--- src/rtl/ex_fsm_stim.sv ---
// Stimulus and checker for the four-phase pattern detector.
// Drives A high/low/high/low, samples k1/k2, reports pass.
module ex_fsm_stim #(
  parameter int HOLD_W  = 8,
  parameter int CHK_DLY = 2
) (
  input  logic              sclk,
  input  logic              rst_n,
  input  logic              start,
  input  logic [HOLD_W-1:0] hold_len,
  input  logic              k1,
  input  logic              k2,
  output logic              a_out,
  output logic              busy,
  output logic              done,
  output logic              pass
);

  typedef enum logic [2:0] {
    S_IDLE = 3'd0,
    S_H1   = 3'd1,
    S_L1   = 3'd2,
    S_H2   = 3'd3,
    S_L2   = 3'd4,
    S_CHK  = 3'd5
  } state_e;

  localparam logic [HOLD_W-1:0] CHK_LD = HOLD_W'(CHK_DLY - 1);

  state_e            state_q, state_d;
  logic [HOLD_W-1:0] cnt_q, cnt_d;
  logic [HOLD_W-1:0] lm1_q, lm1_d;
  logic              err_q, err_d;
  logic              a_q, a_d;
  logic              busy_q, busy_d;
  logic              done_q, done_d;
  logic              pass_q, pass_d;

  logic [HOLD_W-1:0] lm1_new;
  logic [HOLD_W-1:0] cnt_dec;
  logic              last;
  logic              err_fin;

  // hold values below 2 are clamped to 2; store L-1 for reloads
  assign lm1_new = (hold_len < HOLD_W'(2)) ? HOLD_W'(1)
                                           : hold_len - HOLD_W'(1);
  assign cnt_dec = cnt_q - HOLD_W'(1);
  assign last    = (cnt_q == '0);
  assign err_fin = err_q | ~k1 | k2;

  // state, counter and output registers
  always_ff @(posedge sclk or negedge rst_n) begin
    if (!rst_n) begin
      state_q <= S_IDLE;
      cnt_q   <= '0;
      lm1_q   <= '0;
      err_q   <= 1'b0;
      a_q     <= 1'b0;
      busy_q  <= 1'b0;
      done_q  <= 1'b0;
      pass_q  <= 1'b0;
    end else begin
      state_q <= state_d;
      cnt_q   <= cnt_d;
      lm1_q   <= lm1_d;
      err_q   <= err_d;
      a_q     <= a_d;
      busy_q  <= busy_d;
      done_q  <= done_d;
      pass_q  <= pass_d;
    end
  end

  // phase sequencing, k1/k2 sampling and result
  always_comb begin
    state_d = state_q;
    cnt_d   = cnt_q;
    lm1_d   = lm1_q;
    err_d   = err_q;
    a_d     = a_q;
    busy_d  = busy_q;
    done_d  = 1'b0;
    pass_d  = pass_q;
    case (state_q)
      S_IDLE: begin
        a_d    = 1'b0;
        busy_d = 1'b0;
        if (start) begin
          state_d = S_H1;
          a_d     = 1'b1;
          busy_d  = 1'b1;
          pass_d  = 1'b0;
          err_d   = 1'b0;
          cnt_d   = lm1_new;
          lm1_d   = lm1_new;
        end
      end
      S_H1: begin
        if (last) begin
          state_d = S_L1;
          a_d     = 1'b0;
          cnt_d   = lm1_q;
        end else begin
          cnt_d = cnt_dec;
        end
      end
      S_L1: begin
        if (last) begin
          state_d = S_H2;
          a_d     = 1'b1;
          cnt_d   = lm1_q;
        end else begin
          cnt_d = cnt_dec;
        end
      end
      S_H2: begin
        if (last) begin
          state_d = S_L2;
          a_d     = 1'b0;
          cnt_d   = lm1_q;
          err_d   = err_q | k1 | ~k2;
        end else begin
          cnt_d = cnt_dec;
        end
      end
      S_L2: begin
        if (last) begin
          state_d = S_CHK;
          a_d     = 1'b0;
          cnt_d   = CHK_LD;
        end else begin
          cnt_d = cnt_dec;
        end
      end
      S_CHK: begin
        a_d = 1'b0;
        if (last) begin
          state_d = S_IDLE;
          busy_d  = 1'b0;
          done_d  = 1'b1;
          err_d   = err_fin;
          pass_d  = ~err_fin;
          cnt_d   = '0;
        end else begin
          cnt_d = cnt_dec;
        end
      end
      default: begin
        state_d = S_IDLE;
        a_d     = 1'b0;
        busy_d  = 1'b0;
        cnt_d   = '0;
      end
    endcase
  end

  assign a_out = a_q;
  assign busy  = busy_q;
  assign done  = done_q;
  assign pass  = pass_q;

endmodule
--- config.mk ---
export PLATFORM = sky130hd
export DESIGN_NAME = ex_fsm_stim
export DESIGN_NICKNAME = d
export VERILOG_FILES = /design/src/rtl/ex_fsm_stim.sv
export SDC_FILE = /design/constraint.sdc
export NUM_CORES = 1
export LEC_CHECK = 0
export CORE_MARGIN = 3
export CORE_UTILIZATION = 40
export CTS_CLUSTER_DIAMETER = 30
export DETAILED_ROUTE_END_ITERATION = 12
export GPL_ROUTABILITY_DRIVEN = 0
export PLACE_DENSITY = 0.68
export SLEW_MARGIN = 20
export SYNTH_ARGS = -nofsm -noshare
export SYNTH_HDL_FRONTEND = slang
export SYNTH_SLANG_ARGS = --single-unit
--- constraint.sdc ---
create_clock -name sclk -period 1.78 [get_ports sclk]
set_input_delay 0.356 -clock sclk [delete_from_list [all_inputs] [get_ports sclk]]
set_output_delay 0.356 -clock sclk [all_outputs]
set_load 0.05 [all_outputs]
# Word-level counts from Yosys, hierarchy flattened
# Cells that the tools add are included.
# classes
add_sub_neg	2
multipliers	0
div	0
order_cmp	1
eq_ne	12
n_shift	0
muxes	26
bitwise_logic	8
n_reduce_logical	13
# ops
op	n
$mux W8	5
$pmux W8 S4	1
$mux W3	6
$pmux W3 S6	1
$sub A8 B1 Y8 const B	2
$ne A2 B2 Y1 const B	6
$mux W1	9
$pmux W1 S3	3
$logic_not A8 Y1	1
$lt A8 B2 Y1 const B	1
$eq A3 B2 Y1 const B	2
$eq A3 B3 Y1 const B	2
$reduce_and A2 Y1	3
$reduce_and A6 Y1	1
$reduce_or A3 Y1	2
$not A1 Y1	4
$or A1 B1 Y1	4
$reduce_and A4 Y1	1
$reduce_or A4 Y1	1
$eq A3 B1 Y1 const B	1
$logic_not A3 Y1	1
$reduce_and A3 Y1	1
$reduce_bool A3 Y1	1
$ne A2 B1 Y1 const B	1
2 further kinds	2
# totals
register_bits	24
latchBits	0
mem_bits_rw	0
rom_bits	0
in_bits	13
out_inout_bits	4
word_cells	70
mem_count	0

# Longest topological paths before layout
# depth
depth_word	6
depth_mapped	6
depth_no_buf	6

# Least setup slack after synthesis
# No wires, ideal clock.
# synth_path
path_kind	register -> register
from	register cnt_q[0]
to	register pass_q (netlist: pass)
setup_ns	0.125
arrival_ns	1.633
required_time_ns	1.655
slack_ns	0.022
stages_incl_launch_ff	7
n_path_buf	0
synth_period_minus_slack_ns	1.758
cell_sequence	dfrtp_1 -> inv_1 -> ha_1 -> nor4b_4 -> nand3_1 -> nor2_1 -> mux2_2
# synth_between
elab_chain_len	3
# synth_lines
element	line_no	rtl
from (decl)	31	logic [HOLD_W-1:0] cnt_q, cnt_d;
from (signal assigned)	64	cnt_q <= cnt_d;
$logic_not A8 Y1	48	assign last = (cnt_q == '0);
$ne A2 B2 Y1 (no source line)	n/a	
$reduce_and A3 Y1 (no source line)	n/a	
to (signal assigned)	70	pass_q <= pass_d;
to (decl)	37	logic pass_q, pass_d;
# No other way between the ends.
# A chain may end at the register's enable or synchronous reset.

# Worst setup path after layout
# layout_path
from	register cnt_q[1]
to	register cnt_q[4]
# layout_between
elab_chain_len	3
elab_cells_between_ends	6
classes_between	add/sub (1); mux (4); reduce/logical (1)
# layout_lines
element	line_no	rtl
$sub A8 B1 Y8 / $logic_not A8 Y1 (equally long branches)	47, 48	
$mux W8 (on tied branches)	n/a	
$pmux W8 S4 (*)	84	case (state_q)
# Every way passes the cells marked *; elsewhere a longest branch is shown, timed or not.

==> run_results.csv <==
group,metric,value,unit
setup_path,path_cells,"inv_2 -> ha_4 -> or4b_4 -> nor3_4 -> a22oi_1 -> o211ai_1",
routing,drcViolationCount,0,
timing,fin_setup_tns,0,ps
synth,netlist.area_leader.share,0.395,
placed_design,dp_hpwl,2880,um
cts,clock_latency,280,ps
routing,drt_iter0_drc,63,
cts,cts_tree,"built",
synth,synth_area_leaders,"dfrtp_1, o21ai_0, nand2_1, nor3_4, nor2_1",
setup_path,cpPeakStageDelay,490,ps
final_layout,syn2layout_area_growth,35.9,%
global_route,grt_pass1_wl,6450,um
floorplan,die_area,4570,um^2
final_layout,final_layout_size_suffix_gt1_frac,0.289,
flow_run,cap_violations,0,
synth,synthTopCellsByCount,"dfrtp_1, nand2_1, o21ai_0",
run_status,status,"finished, final reports clean",
timing,fin_skew,9.73,ps
routing,antenna_left,0,
setup_path,crit_family,"simple AND/OR/NAND/NOR gates",
cts,path_clk_slew,90,ps
pwr,leakage,0.896,nW
timing,setup_violations,0,
floorplan,fp.dieW,67.6,um
timing,finalMaxSlewViolations,0,
floorplan,io_pins,17,
routing,wirelength,3840,um
placed_design,placed_cells,249,
setup_path,cp_max_fo,6,
placed_design,port_buffers,16,
synth,async_flop_share,1.00,
synth,synth_edf_count,0,
setup_path,endpoint_kind,"flop",
cts,cts_max_level,1,
synth,syn_avg_cell_area,9.21,um^2
timing,fmax,565,MHz
cts,cts_root_buf,"clkbuf_8",
synth,synth_area,1520,um^2
setup_path,cp-start-kind,"flop",
global_route,first_global_vias,1389,
setup_path,criticalPathCategory,"flop to flop",
synth,ys_seq_area_frac,0.395,
final_layout,finalNetCount,228,
global_route,grt_max_degree,25,
cts,clk_path_buf_depth,2,
synth,ys_seq_elements,24,
setup_path,critPathArrivalTime,1960,ps
global_route,antenna_found_initial,0,
routing,firstDrtPassIters,4,
final_layout,n_antenna_cell,0,
timing,slew_headroom,0.713,
floorplan,start_util,0.435,
routing,vias_per_cell,5.63,
setup_path,cp_num_buf_inv,1,
global_route,grt.total_usage,0.188,
synth,yosysWarnings,0,
routing,routedWlPerCell,14.9,um
setup_path,cpMaxStageDelayCell,"or4b_4",
timing,finalCritPeriodShare,0.994,
floorplan,core-area,3490,um^2
synth,postSynthCellCount,165,
setup_path,cp_data_required_time,1970,ps
final_layout,fin_cells,257,
floorplan,die_y,67.6,um
synth,yosysTopAreaCell,"dfrtp_1",
global_route,grt_overflow,0,
timing,hold_viol_final,0,
final_layout,fin_util,0.591,
synth,yosysMostFrequentCell,"dfrtp_1",
hold_path,hp-class,"primary input to asynchronous set/reset pin",
routing,vias,1446,
pwr,power_density,1560,nW/um^2
cts,cts-buffers-inserted,3,
synth,synth_cell_types,50,
timing,rsz0062_at_grt,"true",
timing,worstMarginPinSlew,430,ps
synth,syn_nets,181,
cts,clock_sinks,24,
synth,synthFlopType,"dfrtp_1",
floorplan,rows,21,
pwr,irDropWorstVdd,0.000724,V
timing,min_period,1770,ps
-- cells by family (layout without fill, tap and decap cells) --
logic type,after synthesis,after routing,share of synthesized area
compound gates,47,47,0.213
xor+xnor,3,3,0.0173
fa+ha+maj,3,3,0.0247
buf+inv,16,62,0.0445
flops,24,24,0.395
mux,5,5,0.0346
simple gates,67,67,0.271
-- registers in the layout (all words and copies together), names as in the netlist --
signal	flops
a_out	1
done	1
pass	1
state_q	3
cnt_q	8
busy	1
err_q	1
lm1_q	8
-- timing repair --
action | 4_1_cts | 5_1_grt
gates resized for setup | 5 | 12
hold buffers | 0 | 0
endpoints found under the setup margin | 7 | 9
pin swaps | 3 | 8
buffers inserted | 0 | 4
-- routing by layer --
metal  vias up  track usage  wire [um]
met2        38        0.309       1850
li1        701            -          -
met4         0       0.0684         80
met3         6       0.0266        168
met5         -            0          0
met1       701        0.250       1740
-- through the flow --
step                      cell area, um^2  setup slack (ps)  hold slack [ps]  total power, mW
after global placement               1910              -278              463             2.55
after detailed placement             1910              -289              473             2.61
after floorplan                      1520              22.4             60.4             2.04
after global routing                 2060             -62.0              469             3.48
after CTS                            1990             -21.5              443             3.14
final                                2060              10.9              426             3.22
-- cell type report --
type,instances,area [um^2]
timing repair buffer,48,393
inverter,10,37.5
sequential,24,601
fill,295,1430
multi-input combinational,125,905
clock buffer,3,41.3
tap,46,57.6
clock inverter,1,30.0
-- where the power goes --
part           internal [mW]  switching (mW)  total (mW)
registers              0.785           0.264        1.05
clock network          0.301           0.187       0.488
logic                  0.815           0.866        1.68
-- final timing paths --
check	slack, ps	startpoint	cells after the start	to
worst max-delay path	10	cnt_q[1]	6	cnt_q[4]
worst min-delay path	430	rst_n	2	state_q[1]
worst max register to register	10	cnt_q[1]	6	cnt_q[4]
min in group sclk	460	hold_len[0]	3	lm1_q[0]
worst min register to register	490	lm1_q[4]	2	lm1_q[4]
max in group asynchronous	1100	rst_n	2	lm1_q[3]
-- layout by cell type (no fill, tap or decap), drive strengths merged, types with 2 or more instances in the layout --
cell type,synthesis,final
clkdlybuf4s50,0,11
o21a,2,2
o2111ai,2,2
nand2,19,19
inv,10,10
a2111oi,2,2
nor2b,2,2
nor3b,3,3
a22oi,4,4
xor2,2,2
nor2,12,12
clkbuf,2,3
a31oi,2,2
o211ai,6,6
a211oi,2,2
and2,4,4
buf,4,36
nand3,5,5
ha,3,3
nand2b,3,3
a21oi,3,3
nor4,4,4
or3,2,2
dfrtp,24,24
o21ai,15,15
mux2i,3,3
mux2,2,2
nor3,5,5
No activity file was read; power rests on OpenSTA's default activity.
